`src/rtl/arbitro_mux_pkg.sv`:
```
// Shared constants for the lane-distribution transmit arbiter and its demux partner.
package arbitro_mux_pkg;

    typedef enum logic [1:0] {
        ST_IDLE   = 2'd0,
        ST_ACTIVE = 2'd1,
        ST_STALL  = 2'd2
    } state_t;

    // Bit of each forwarded word that carries the source FIFO index.
    localparam int IDX_BIT = 4;

endpackage

```
`src/rtl/arbitro_mux_rr_grant2.sv`:
```
// Two-input round-robin grant: one-hot grant, alternates under contention.
module rr_grant2 (
    input  logic       clk,
    input  logic       reset,
    input  logic       en,
    input  logic [1:0] req,
    output logic [1:0] grant
);

    logic last_grant_q;
    logic last_grant_d;

    always_comb begin
        // NOTE: default first so no path through the block leaves grant unassigned (no latch).
        grant = 2'b00;
        if (en) begin
            case (req)
                2'b01:   grant = 2'b01;
                2'b10:   grant = 2'b10;
                2'b11:   grant = last_grant_q ? 2'b01 : 2'b10;
                default: grant = 2'b00;
            endcase
        end
    end

    assign last_grant_d = grant[1] ? 1'b1 : (grant[0] ? 1'b0 : last_grant_q);

    // Resets to 1 so the first contention after reset goes to FIFO 0.
    always_ff @(posedge clk) begin
        if (reset) last_grant_q <= 1'b1;
        else       last_grant_q <= last_grant_d;
    end

endmodule

```
`src/rtl/arbitro_mux.sv`:
```
// Drains two show-ahead FIFOs into one tagged word stream, round-robin, honouring almost_full.
module arbitro_mux
    import arbitro_mux_pkg::*;
#(
    parameter int BW    = 6,
    parameter int CNT_W = 8
) (
    input  logic             clk,
    input  logic             reset,
    input  logic [BW-1:0]    fifo0_data,
    input  logic             fifo0_empty,
    input  logic [BW-1:0]    fifo1_data,
    input  logic             fifo1_empty,
    input  logic             almost_full,
    output logic             pop0,
    output logic             pop1,
    output logic [BW-1:0]    mux_arbitro_1,
    output logic             push,
    output logic [CNT_W-1:0] cnt0,
    output logic [CNT_W-1:0] cnt1,
    output logic [1:0]       state
);

    state_t           state_q, state_d;
    logic [BW-1:0]    word_q, word_d;
    logic             push_q;
    logic [CNT_W-1:0] cnt0_q, cnt1_q;
    logic [1:0]       grant;

    rr_grant2 u_rr_grant2 (
        .clk   (clk),
        .reset (reset),
        .en    (~almost_full & ~reset),
        .req   ({~fifo1_empty, ~fifo0_empty}),
        .grant (grant)
    );

    always_comb begin
        state_d = ST_IDLE;
        if (almost_full)                      state_d = ST_STALL;
        else if (!fifo0_empty || !fifo1_empty) state_d = ST_ACTIVE;

        // Tag the word with its source so the demux can route it back.
        word_d          = grant[1] ? fifo1_data : fifo0_data;
        word_d[IDX_BIT] = grant[1];
    end

    always_ff @(posedge clk) begin
        // NOTE: every register here has a defined reset value; non-blocking assignments only.
        if (reset) begin
            state_q <= ST_IDLE;
            word_q  <= '0;
            push_q  <= 1'b0;
            cnt0_q  <= '0;
            cnt1_q  <= '0;
        end else begin
            state_q <= state_d;
            push_q  <= |grant;
            if (|grant) word_q <= word_d;
            if (grant[0]) cnt0_q <= cnt0_q + CNT_W'(1);
            if (grant[1]) cnt1_q <= cnt1_q + CNT_W'(1);
        end
    end

    assign pop0          = grant[0];
    assign pop1          = grant[1];
    assign mux_arbitro_1 = word_q;
    assign push          = push_q;
    assign cnt0          = cnt0_q;
    assign cnt1          = cnt1_q;
    assign state         = state_q;

endmodule

```
`config.mk`:
```
export PLATFORM = sky130hd
export DESIGN_NAME = arbitro_mux
export DESIGN_NICKNAME = d
export VERILOG_FILES = /design/src/rtl/arbitro_mux_pkg.sv /design/src/rtl/arbitro_mux_rr_grant2.sv /design/src/rtl/arbitro_mux.sv
export SDC_FILE = /design/constraint.sdc
export NUM_CORES = 1
export LEC_CHECK = 0
export ABC_CLOCK_PERIOD_IN_PS = 2200
export CAP_MARGIN = 25
export CORE_MARGIN = 2
export CORE_UTILIZATION = 25
export CTS_CLUSTER_DIAMETER = 100
export DETAILED_ROUTE_END_ITERATION = 7
export PLACE_DENSITY_LB_ADDON = 0.25
export RECOVER_POWER = 100
export SYNTH_ARGS = -nofsm -noshare
export SYNTH_HDL_FRONTEND = slang
export SYNTH_SLANG_ARGS = --single-unit
```
`constraint.sdc`:
```
create_clock -name clk -period 2.2 [get_ports clk]
set_input_delay 0.55 -clock clk [delete_from_list [all_inputs] [get_ports clk]]
set_output_delay 0.55 -clock clk [all_outputs]
set_load 0.02 [all_outputs]
```
# [Word level (Yosys, flattened, before mapping)]
# Cells that the tools add are included.
[totals] regBits=26 out_inout_bits=27
[classes] n_addsub=2 eq_ne=3 muxes=6 bitwise_logic=5 reduce_logical=6
[op_table] cell="$add A8 B1 Y8 const B" n=2
[op_table] cell="$mux W2" n=3
[op_table] cell="$mux W6" n=1
[op_table] cell="$pmux W2 S3" n=1
[op_table] cell="$reduce_or A2 Y1" n=3
[op_table] cell="$eq A2 B2 Y1 const B" n=2
[op_table] cell="$not A1 Y1" n=4
[op_table] cell="$eq A2 B1 Y1 const B" n=1
[op_table] cell="$logic_not A1 Y1" n=2
[op_table] cell="$and A1 B1 Y1" n=1
[op_table] cell="$logic_or A1 B1 Y1" n=1
[op_table] cell="$mux W1" n=1

# [Logic depth before layout (Yosys ltp)]
[logic_depth] depth_word=5 mapped_depth=6 depth_no_buf=5

# [Modules after synthesis]
# A second synthesis with hierarchy kept.
[unflattened] cells_unflattened=117 area_unflattened_um2=1079.8
[by_module_without_submodules] mod="arbitro_mux" instances=1 cells_each=109 area_per_inst_um2=1021.0
[by_module_without_submodules] mod="rr_grant2" instances=1 cells_each=8 area_per_inst_um2=58.8

# [Worst setup path after synthesis]
# No wires, ideal clock.
[synth_path] path_type="input port to output port" startpoint="input port fifo1_empty" endpoint="output port pop0" arrival_time_ps=1254 required_ps=1650 slack_ps=396 path_stages=4 n_path_buf=2 cell_sequence="buf_2 > o21ba_2 > and2_1 > buf_2"
[synth_via] elab_chain_len=4
[synth_rtl] element="start, declared" line="arbitro_mux.sv:13" source="input logic fifo1_empty,"
[synth_rtl] element="$not A1 Y1 (*)" line="arbitro_mux.sv:34" source=".req ({~fifo1_empty, ~fifo0_empty}),"
[synth_rtl] element="$eq A2 B2 Y1 or $eq A2 B1 Y1 (tied branches)" line="arbitro_mux_rr_grant2.sv:17" source="case (req)"
[synth_rtl] element="$pmux W2 S3 (*)" line="arbitro_mux_rr_grant2.sv:17"
[synth_rtl] element="$mux W2 (*)" line="arbitro_mux_rr_grant2.sv:16" source="if (en) begin"
[synth_rtl] element="end, declared" line="arbitro_mux.sv:15" source="output logic pop0,"
# Every way passes the cells marked *; elsewhere a longest branch is shown, timed or not.

# [Final worst setup path]
[layout_path] startpoint="input port almost_full" endpoint="output port pop1"
[layout_via] elab_chain_len=3
[layout_rtl] element="start, declared" line="arbitro_mux.sv:14" source="input logic almost_full,"
[layout_rtl] element="$not A1 Y1" line="arbitro_mux.sv:33" source=".en (~almost_full & ~reset),"
[layout_rtl] element="$and A1 B1 Y1" line="arbitro_mux.sv:33"
[layout_rtl] element="$mux W2" line="arbitro_mux_rr_grant2.sv:16"
[layout_rtl] element="end, declared" line="arbitro_mux.sv:16" source="output logic pop1,"
# Every way passes these cells.

==> flow_summary_export.csv <==
group,metric,value,unit
floorplanning,top_level_ports,44,
critical_path,endpoint_kind,"primary output",
global_routing,overflow,0,
floorplanning,design.core.area,4410,um2
placed_design,io_buffers,41,
min_path,min_path_type,"reg -> reg",
timing,slew_headroom,61.7,%
clock_tree,cts_sinks,26,
synthesis,yosys_warnings,0,
route,viasPerCell,4.57,
route,routed_wl,2800,um
pwr,internal_power,0.000717,W
layout,drive_above_1_share,13.4,%
clock_tree,htree_levels,1,
global_routing,grt_max_degree,19,
pwr,clkPwrFrac,32.6,%
synthesis,synth_top_area_share,44.6,%
pwr,share_seq_of_total_power,52.2,%
route,wl_per_cell,12.5,um
pwr,netSwitchingFraction,23.9,%
synthesis,ys_types,34,
placed_design,dpl_worst_slack,-0.423,ns
synthesis,avgSynthCellArea,9.72,um2
timing,fmax,466,MHz
timing,setup_viol,0,
clock_tree,tritoncts,"built",
timing,hold_ws,0.472,ns
global_routing,groute.usage.overall,11.6,%
timing,fin_crit,2.15,ns
synthesis,synth_ff_type,"dfxtp_1",
global_routing,grt_first_pass_wirelength,4770,um
critical_path,cp.arrival,1.60,ns
synthesis,synth_nets,139,
synthesis,synth_area,1170,um2
critical_path,crit_type,"in -> out",
placed_design,dpl.hpwl,2220,um
floorplanning,initial_core_util,26.4,%
critical_path,worstPathRequired,1.65,ns
clock_tree,clk_pin_slew,0.09,ns
min_path,worstHoldPathCells,2,
layout,num_antenna_cells,0,
synthesis,synthTopCellsByArea,"dfxtp_1 45%, nor2_1 5.2%, xnor2_1 4.5%, xor2_1 4.5%, o32ai_1 3.8%",
synthesis,yosysMostFrequentCell,"dfxtp_1",
floorplanning,rows,24,
route,vias,1023,
global_routing,antenna_found_initial,0,
pwr,power_frac_comb,15.2,%
timing,worst_slew_pin_slew,0.575,ns
pwr,finalPower,0.000942,W
synthesis,synthCells,120,
placed_design,dpl-instance-area,1710,um2
floorplanning,design.die.area,5230,um2
layout,design_area,1740,um2
pwr,p_per_area,542,nW/um2
pwr,peakVddDrop,0.387,mV
synthesis,synth_edf_count,0,
clock_tree,clock_latency,0.27,ns
pwr,p_leak,0.725,nW
timing,hold_viol_final,0,
synthesis,synth_common_cells,"26 x dfxtp_1, 16 x nor2_1, 6 x inv_1, 6 x xnor2_1, 6 x xor2_1",
run_status,outcome,"finished clean",
timing,skew,0.00671,ns
critical_path,reg2reg_depth,5,
route,antenna_left,0,
placed_design,gp_congestion,0.760,
route,drt-initial-drc-count,66,
critical_path,start_kind,"input port",
clock_tree,clock_path_buffers,2,
route,drc,0,
job,cap_violations,0,
pwr,p_sw,0.000225,W
floorplanning,die_h,72.3,um
floorplanning,die_w,72.3,um
clock_tree,cts_buffers,3,
synthesis,yosysTopAreaCell,"dfxtp_1",
critical_path,worstPathMaxFanout,2,
timing,worst_slack,0.0541,ns
layout,area_growth,49.1,%
route,firstDrtPassIters,4,
synthesis,seq_area_frac_synth,44.6,%
synthesis,synth-seq-cells,26,
timing,fin_crit_sh,97.5,%
synthesis,async_flop_share,0,%
clock_tree,cts_root_buf,"clkbuf_8",
layout,fin_nets,192,
timing,rsz0062_at_grt,"false",
timing,drv_slew,0,
global_routing,grt_pass1_vias,1063,
[path summary, 6_finish.rpt]
check	slack (ns)	from	end
worst max-delay path	0.05	almost_full	pop1
worst min register to register	0.47	u_rr_grant2.last_grant_q	u_rr_grant2.last_grant_q
worst min-delay path	0.47	u_rr_grant2.last_grant_q	u_rr_grant2.last_grant_q
worst max register to register	0.65	cnt1[0]	cnt1[6]
[power groups by stage]
stage                     clock [W]  sequential [W]  combinational [W]
final                      0.000307        0.000492           0.000143
after CTS                  0.000319        0.000493           0.000151
after global placement            0        0.000503           0.000149
after detailed placement          0        0.000504           0.000152
after floorplan                   0        0.000519          0.0000558
after global routing       0.000341        0.000495           0.000155
[logic make-up (layout without fill, tap and decap cells)]
kind of cell | after synthesis | in the layout | synth area share, %
multiplexers | 3 | 3 | 2.58
flip-flops | 26 | 26 | 44.6
buffers and inverters | 14 | 66 | 5.69
adder cells (fa/ha/maj) | 2 | 2 | 2.15
XOR/XNOR | 12 | 12 | 9.01
AND/OR/NAND/NOR | 47 | 47 | 25.4
AO/OA/AOI/OAI | 16 | 16 | 10.5
[per-layer routing]
metal / vias to the layer above / global-route usage, % / wire length (um)
met5: - / 0 / 0
met4: 0 / 2.94 / 27
met1: 470 / 14.5 / 1320
met3: 4 / 3.89 / 143
met2: 29 / 19.2 / 1310
li1: 520 / - / -
[cell type report]
class	count	area (um2)
sequential	26	520
multi-input combinational	80	578
clock buffer	4	55.1
fill	433	2680
inverter	6	22.5
tap	52	65.1
timing repair buffer	56	498
[flip-flops by register name, indices dropped and copies added (netlist names)]
| name | flops |
|---|---|
| push | 1 |
| cnt0 | 8 |
| u_rr_grant2.last_grant_q | 1 |
| state | 2 |
| mux_arbitro_1 | 6 |
| cnt1 | 8 |
[cells in the final DEF (no fill, tap or decap), types with 2 or more instances in the layout]
cell	n
a21oi_1	2
a22oi_1	5
and4_1	2
buf_4	11
clkbuf_1	4
clkbuf_8	4
clkdlybuf4s50_1	14
dfxtp_1	26
dlygate4sd3_1	25
ha_1	2
inv_1	6
mux2i_1	3
nand2_1	3
nand2b_1	4
nand3_1	4
nand4_1	4
nor2_1	15
nor2b_1	2
o21ai_1	2
o32ai_1	5
xnor2_1	6
xor2_1	6
[worst max-delay path, stage by stage]
cell,delay (ns)
clkdlybuf4s50_1,0.45
or2_1,0.29
nor3_4,0.14
buf_4,0.17
[per-stage QoR]
stage | TNS (ns) | std cells | util, %
after global routing | 0 | 224 | 39.4
after detailed placement | -1.34 | 220 | 38.7
after floorplan | 0 | 120 | -
after global placement | -1.11 | 220 | 38.7
final | 0 | 224 | 39.4
after CTS | 0 | 224 | 39.8
[what timing repair did]
item	4_1_cts	5_1_grt
endpoints found under the setup margin	2	2
hold buffers	0	0
resized for setup	8	3
setup buffers	0	0
Note: power is estimated with default switching activity, not from simulation.
